### src/rtl/unpack_pkg.sv
// Shared types and defaults for the unpack_stream receive path.
// Optional preamble tolerance is selected with UNPACK_SYNC_TOL_EN (see unpack_sync_detect).
package unpack_pkg;

  typedef enum logic {
    HUNT    = 1'b0,
    PAYLOAD = 1'b1
  } state_t;

  localparam int unsigned DEF_SIZE_BIT_PACK = 1976;
  localparam int unsigned DEF_SIZE_PREAMBLE = 32;
  localparam logic [31:0] DEF_PREAMBLE      = 32'h1ACFFC1D;

  function automatic int unsigned payload_bits(input int unsigned size_bit_pack,
                                               input int unsigned size_preamble);
    return size_bit_pack - size_preamble;
  endfunction

endpackage

### src/rtl/unpack_sync_detect.sv
// Preamble hunter: serial shift register with clear and a same-cycle match flag.
// UNPACK_SYNC_TOL_EN defined: match within SYNC_TOL bit errors; otherwise exact compare.
module unpack_sync_detect
  import unpack_pkg::*;
#(
  parameter int unsigned                SIZE_PREAMBLE = DEF_SIZE_PREAMBLE,
  parameter logic [SIZE_PREAMBLE-1:0]   PREAMBLE      = SIZE_PREAMBLE'(DEF_PREAMBLE),
  parameter int unsigned                SYNC_TOL      = 2
) (
  input  logic clk,
  input  logic reset,
  input  logic clear,
  input  logic shift_en,
  input  logic bit_in,
  output logic match
);

  // The incoming bit completes the window, so only the older bits are stored;
  // this lets the match fire in the same cycle the last preamble bit arrives.
  logic [SIZE_PREAMBLE-2:0] history;
  logic [SIZE_PREAMBLE-1:0] window;

  assign window = {history, bit_in};

  always_ff @(posedge clk) begin
    if (reset || clear) begin
      history <= '0;
    end else if (shift_en) begin
      history <= window[SIZE_PREAMBLE-2:0];
    end
  end

`ifdef UNPACK_SYNC_TOL_EN
  function automatic int unsigned popcount(input logic [SIZE_PREAMBLE-1:0] v);
    int unsigned n;
    n = 0;
    for (int unsigned i = 0; i < SIZE_PREAMBLE; i++) begin
      if (v[i]) n++;
    end
    return n;
  endfunction

  assign match = shift_en && (popcount(window ^ PREAMBLE) <= SYNC_TOL);
`else
  assign match = shift_en && (window == PREAMBLE);
`endif

endmodule

### src/rtl/unpack_stream.sv
// Serial-to-byte unpacker: hunts the preamble, then assembles the payload into bytes.
// Build with UNPACK_SYNC_TOL_EN to accept preambles with up to SYNC_TOL bit errors.
module unpack_stream
  import unpack_pkg::*;
#(
  parameter int unsigned              SIZE_BIT_PACK   = DEF_SIZE_BIT_PACK,
  parameter int unsigned              SIZE_PREAMBLE   = DEF_SIZE_PREAMBLE,
  parameter logic [SIZE_PREAMBLE-1:0] PREAMBLE        = SIZE_PREAMBLE'(DEF_PREAMBLE),
  parameter int unsigned              SIZE_OUTPUT_BIT = 8,
  parameter int unsigned              SYNC_TOL        = 2
) (
  input  logic                       i_clk,
  input  logic                       i_reset,
  input  logic                       i_data,
  input  logic                       i_valid_input,
  output logic                       o_ready,
  output logic [SIZE_OUTPUT_BIT-1:0] o_data,
  output logic                       o_valid,
  input  logic                       i_ready_output,
  output logic                       o_last,
  output logic                       o_lock
);

  localparam int unsigned PAYLOAD_BITS = payload_bits(SIZE_BIT_PACK, SIZE_PREAMBLE);
  localparam int unsigned CNT_W        = $clog2(PAYLOAD_BITS);
  localparam int unsigned ASM_W        = (SIZE_OUTPUT_BIT > 1) ? $clog2(SIZE_OUTPUT_BIT) : 1;
  localparam logic [CNT_W-1:0] LAST_BIT = CNT_W'(PAYLOAD_BITS - 1);
  localparam logic [ASM_W-1:0] BYTE_END = ASM_W'(SIZE_OUTPUT_BIT - 1);

  state_t                     state;
  logic [CNT_W-1:0]           bit_cnt;
  logic [ASM_W-1:0]           asm_cnt;
  logic [SIZE_OUTPUT_BIT-1:0] asm_reg;
  logic [SIZE_OUTPUT_BIT-1:0] asm_next;
  logic                       take;
  logic                       byte_done;
  logic                       match;

  // Stall only when the next bit would complete a byte with nowhere to put it.
  assign o_ready   = !(o_valid && !i_ready_output && state == PAYLOAD && asm_cnt == BYTE_END);
  assign take      = i_valid_input && o_ready;
  assign asm_next  = {asm_reg[SIZE_OUTPUT_BIT-2:0], i_data};
  assign byte_done = take && state == PAYLOAD && asm_cnt == BYTE_END;
  assign o_lock    = (state == PAYLOAD);

  unpack_sync_detect #(
    .SIZE_PREAMBLE (SIZE_PREAMBLE),
    .PREAMBLE      (PREAMBLE),
    .SYNC_TOL      (SYNC_TOL)
  ) u_sync (
    .clk      (i_clk),
    .reset    (i_reset),
    .clear    (state == PAYLOAD),
    .shift_en (take && state == HUNT),
    .bit_in   (i_data),
    .match    (match)
  );

  always_ff @(posedge i_clk) begin
    if (i_reset) begin
      state   <= HUNT;
      bit_cnt <= '0;
      asm_cnt <= '0;
      asm_reg <= '0;
      o_data  <= '0;
      o_valid <= 1'b0;
      o_last  <= 1'b0;
    end else begin
      if (byte_done) begin
        o_data  <= asm_next;
        o_valid <= 1'b1;
        o_last  <= (bit_cnt == LAST_BIT);
      end else if (o_valid && i_ready_output) begin
        o_valid <= 1'b0;
        o_last  <= 1'b0;
      end

      case (state)
        HUNT: begin
          if (match) begin
            state   <= PAYLOAD;
            bit_cnt <= '0;
            asm_cnt <= '0;
            asm_reg <= '0;
          end
        end
        PAYLOAD: begin
          if (take) begin
            asm_reg <= asm_next;
            if (bit_cnt == LAST_BIT) begin
              state   <= HUNT;
              bit_cnt <= '0;
              asm_cnt <= '0;
            end else begin
              bit_cnt <= bit_cnt + CNT_W'(1);
              asm_cnt <= (asm_cnt == BYTE_END) ? '0 : asm_cnt + ASM_W'(1);
            end
          end
        end
        default: state <= HUNT;
      endcase
    end
  end

endmodule

### config.mk
export PLATFORM = sky130hd
export DESIGN_NAME = unpack_stream
export DESIGN_NICKNAME = d
export VERILOG_FILES = /design/src/rtl/unpack_pkg.sv /design/src/rtl/unpack_sync_detect.sv /design/src/rtl/unpack_stream.sv
export SDC_FILE = /design/constraint.sdc
export NUM_CORES = 1
export LEC_CHECK = 0
export CORE_ASPECT_RATIO = 1.25
export CORE_UTILIZATION = 37
export CTS_BUF_LIST = sky130_fd_sc_hd__clkbuf_2 sky130_fd_sc_hd__clkbuf_4 sky130_fd_sc_hd__clkbuf_8
export CTS_CLUSTER_SIZE = 20
export DETAILED_ROUTE_END_ITERATION = 10
export DONT_BUFFER_PORTS = 1
export PLACE_DENSITY = 0.56
export SLEW_MARGIN = 20
export SYNTH_ARGS = -nofsm -noshare
export SYNTH_HDL_FRONTEND = slang
export SYNTH_SLANG_ARGS = --single-unit
### constraint.sdc
create_clock -name i_clk -period 4.4 [get_ports i_clk]
set_input_delay 0.22 -clock i_clk [delete_from_list [all_inputs] [get_ports i_clk]]
set_output_delay 0.22 -clock i_clk [all_outputs]
set_load 0.1 [all_outputs]
==> results.md <==
- Avg Synthesized Cell Area: 9.477 sq um
- Largest register FFs: 31
- Setup repair bufs after CTS: 0
- Yosys warns: 0
- Synth async-reset ratio: 0%
- Boundary Pins: 17
- Initial DRC count: just under 70
- Crit-path max FO: 20
- Sink Count: between 60 and 70
- Rows: 33
- Distinct cells, synth: 38
- Cts bufs inserted: 9
- Area of the multi-input gates: between 1000 and 1500 sq um
- Global Route Usage Sum: roughly 14%
- ANT cells: 0
- Synth Flop Type: dfxtp_1
- Most common cell in the synthesized netlist: dfxtp_1
- Setup TNS: 0 ps
- CTS tree: done
- Top post-synthesis cells by area: dfxtp_1 48%, mux2i_1 15%, nor2_1 6.3%
- Die height: 96.17 um
- Final worst path period share: 58.97%
- Core region area: ~6700 sq um
- Cell at the slowest stage of the critical path: o31a_1
- Reg area: 1261 sq um
- Crit-path max cell delay: roughly 650 ps
- Crit-path most repeated cell: ha_1
- Vias in the first global route: 1754
- Gate Count Post-Synth: roughly 280
- Leading cell types by count after synthesis: 63 x dfxtp_1, 44 x nor2_1, 39 x mux2i_1
- Synthesis-to-layout area growth: 9.247%
- Dominant cell type by area after synthesis: dfxtp_1
- Die ar.: around 7400 sq um
- Drt first pass iters: 4
- Root Buffer: clkbuf_8
- Placed instance area: ~2700 sq um
- Worst path top cell family by delay: compound AO/OA/AOI/OAI gates
- Fmax: approximately 390 MHz
- Post-synth EDFFs: 0
- Fin crit period: around 2600 ps
- Clk buf depth: 2
- Grt ovf: 0
- Share of cells above drive strength 1: about 8.6%
- Reg clk slew, reported paths: around 80 ps
- Final setup viols: 0
- Chip Width: around 77 um
- Final Power: about 1.1 mW
- Power density cells: 378.8 nW/um^2
- Post-route cell area: approximately 2900 sq um
- Worst path required time: ~4600 ps
- Unrepaired setup endpoints after global routing: false
- Placer Congestion: 0.7912
- Resized cells post-CTS: 0
- Largest net degree at the start of global routing: 36
- Worst path bufs/invs: 1
- Worst-Skew Late Latency: 330 ps
- Slew Limit Fails: 0
- Worst IR Drop VDD: slightly below 0.2 mV
- Top flop regs: u_sync.history x31, bit_cnt x11, o_data x8
- Critical path, cell by cell: ha_1, ha_1, nand4b_1, buf_4, nand3_1, o31a_1, nor2_1, a32o_1
- Register area share after synthesis: ~48%
- Final #Nets: between 200 and 300
- DRT Wirelength: 4864 um
- Register bit total from synthesis: 63
- Clk_skew: 7.990 ps
- Most flops, register: u_sync.history
- Run status: completed
- Port Buffers: 0
- Starting density of the core: 39.24%
- H-tree Lvls: 3
- Worst Setup Start Kind: flip-flop
- Mapped Area: 2625 sq um
- Final hold vios: 0
- Post-synth top area share: 48.05%
- Inst Count DP: between 300 and 400
- Worst Path Arrival: 2820 ps
- Detailed-route vias per instance: between 5 and 6
- DRC violations left: 0
- Final ANT Viol Nets: 0
- Final HPWL DP: approximately 3200 um
- Max cap viols: 0
- Synthesized net count: ~290
- Leakage: around 1.1 nW
- DR WL/cell: roughly 13 um
- Slew headroom: approximately 29%
- Crit Path Class: reg -> reg
- CP Capture Type: flip-flop
- Fin cells: around 370
- Filler cell count: between 600 and 700
- Antenna violations before repair: 0
- Slew @ Worst Pin: roughly 1100 ps
- Worst Hold Class: in -> reg
- First-pass GRT wire length: approximately 8400 um
- Via count: around 1900
[worst register-to-register path, cell delays in order (launching register included)]
cell and delay (ps):
dfxtp_1 380, ha_1 170, ha_1 220, nand4b_1 100
buf_4 260, nand3_1 180, o31a_1 650, nor2_1 230
a32o_1 300
[placed cells by master, fill, tap and decap left out, types with 2 or more instances in the layout]
cell and instances:
nor2b_1 3, inv_1 4, nand4_1 4, o21ai_0 4, mux2i_1 39, o2bb2ai_1 2, nor4bb_1 2, a32o_1 2
or3_1 7, nand2_1 15, nand2b_1 3, clkinvlp_4 2, nand3b_1 2, o32ai_1 4, nor2_1 44, clkinv_2 2
nor4_1 3, nand4b_1 3, a21oi_1 19, ha_1 3, dfxtp_1 63, buf_4 3, nor3_1 2, clkbuf_8 9
nand3_1 16, nand4bb_1 2
[where the power goes]
part           switching, mW  total [mW]  internal, mW
sequential          0.000790       0.572         0.571
clock                  0.235       0.497         0.262
combinational        0.00934      0.0178       0.00848
total                  0.245        1.09         0.842
[cells by family (layout without fill, tap and decap cells)]
group | after synthesis | after routing | share of synthesized area [%]
AO/OA/AOI/OAI | 36 | 36 | 9.438
adder cells (fa/ha/maj) | 3 | 3 | 1.430
buffers and inverters | 23 | 24 | 4.194
flip-flops | 63 | 63 | 48.05
multiplexers | 39 | 39 | 14.87
AND/OR/NAND/NOR | 113 | 113 | 22.02
[per-stage QoR]
| step | util (%) | hold slack, ps | setup slack [ps] |
|---|---|---|---|
| floorplan | - | 363.9 | 988.9 |
| global placement | 39.79 | 298.2 | 1875 |
| detailed placement | 39.79 | 298.6 | 1811 |
| CTS | 42.87 | 14.27 | 1795 |
| global route | 42.87 | 22.30 | 1583 |
| finish | 42.87 | 27.94 | 1805 |
[area by class of cell]
class / instances / share of cell area, %
Clock buffer: 9 / 4.319
Clock inverter: 7 / 2.531
Inverter: 4 / 0.5236
Multi-Input combinational cell: 191 / 43.72
Sequential cell: 63 / 43.98
Tap cell: 87 / 3.796
Timing Repair Buffer: 4 / 1.134
[metal layers]
metal / global-route usage [%] / part of all wire (%)
met3: 3.033 / 2.4
met4: 8.019 / 1.6
met1: 18.16 / 51
met2: 22.64 / 45
met5: 0 / 0
[what timing repair did]
action,in CTS,in global routing
setup endpoints to repair,0,0
endpoints found under the hold margin,28,0
hold buffers,1,0
[path summary, 6_finish.rpt]
path	slack, ps	from	to	cells after the start
worst max-delay path	1810	asm_cnt[0]	bit_cnt[7]	8
worst min-delay path	30	i_data	asm_reg[0]	2
worst max register to register	1810	asm_cnt[0]	bit_cnt[7]	8
worst min register to register	460	asm_cnt[2]	asm_cnt[2]	2
(Power assumes the default switching activity.)
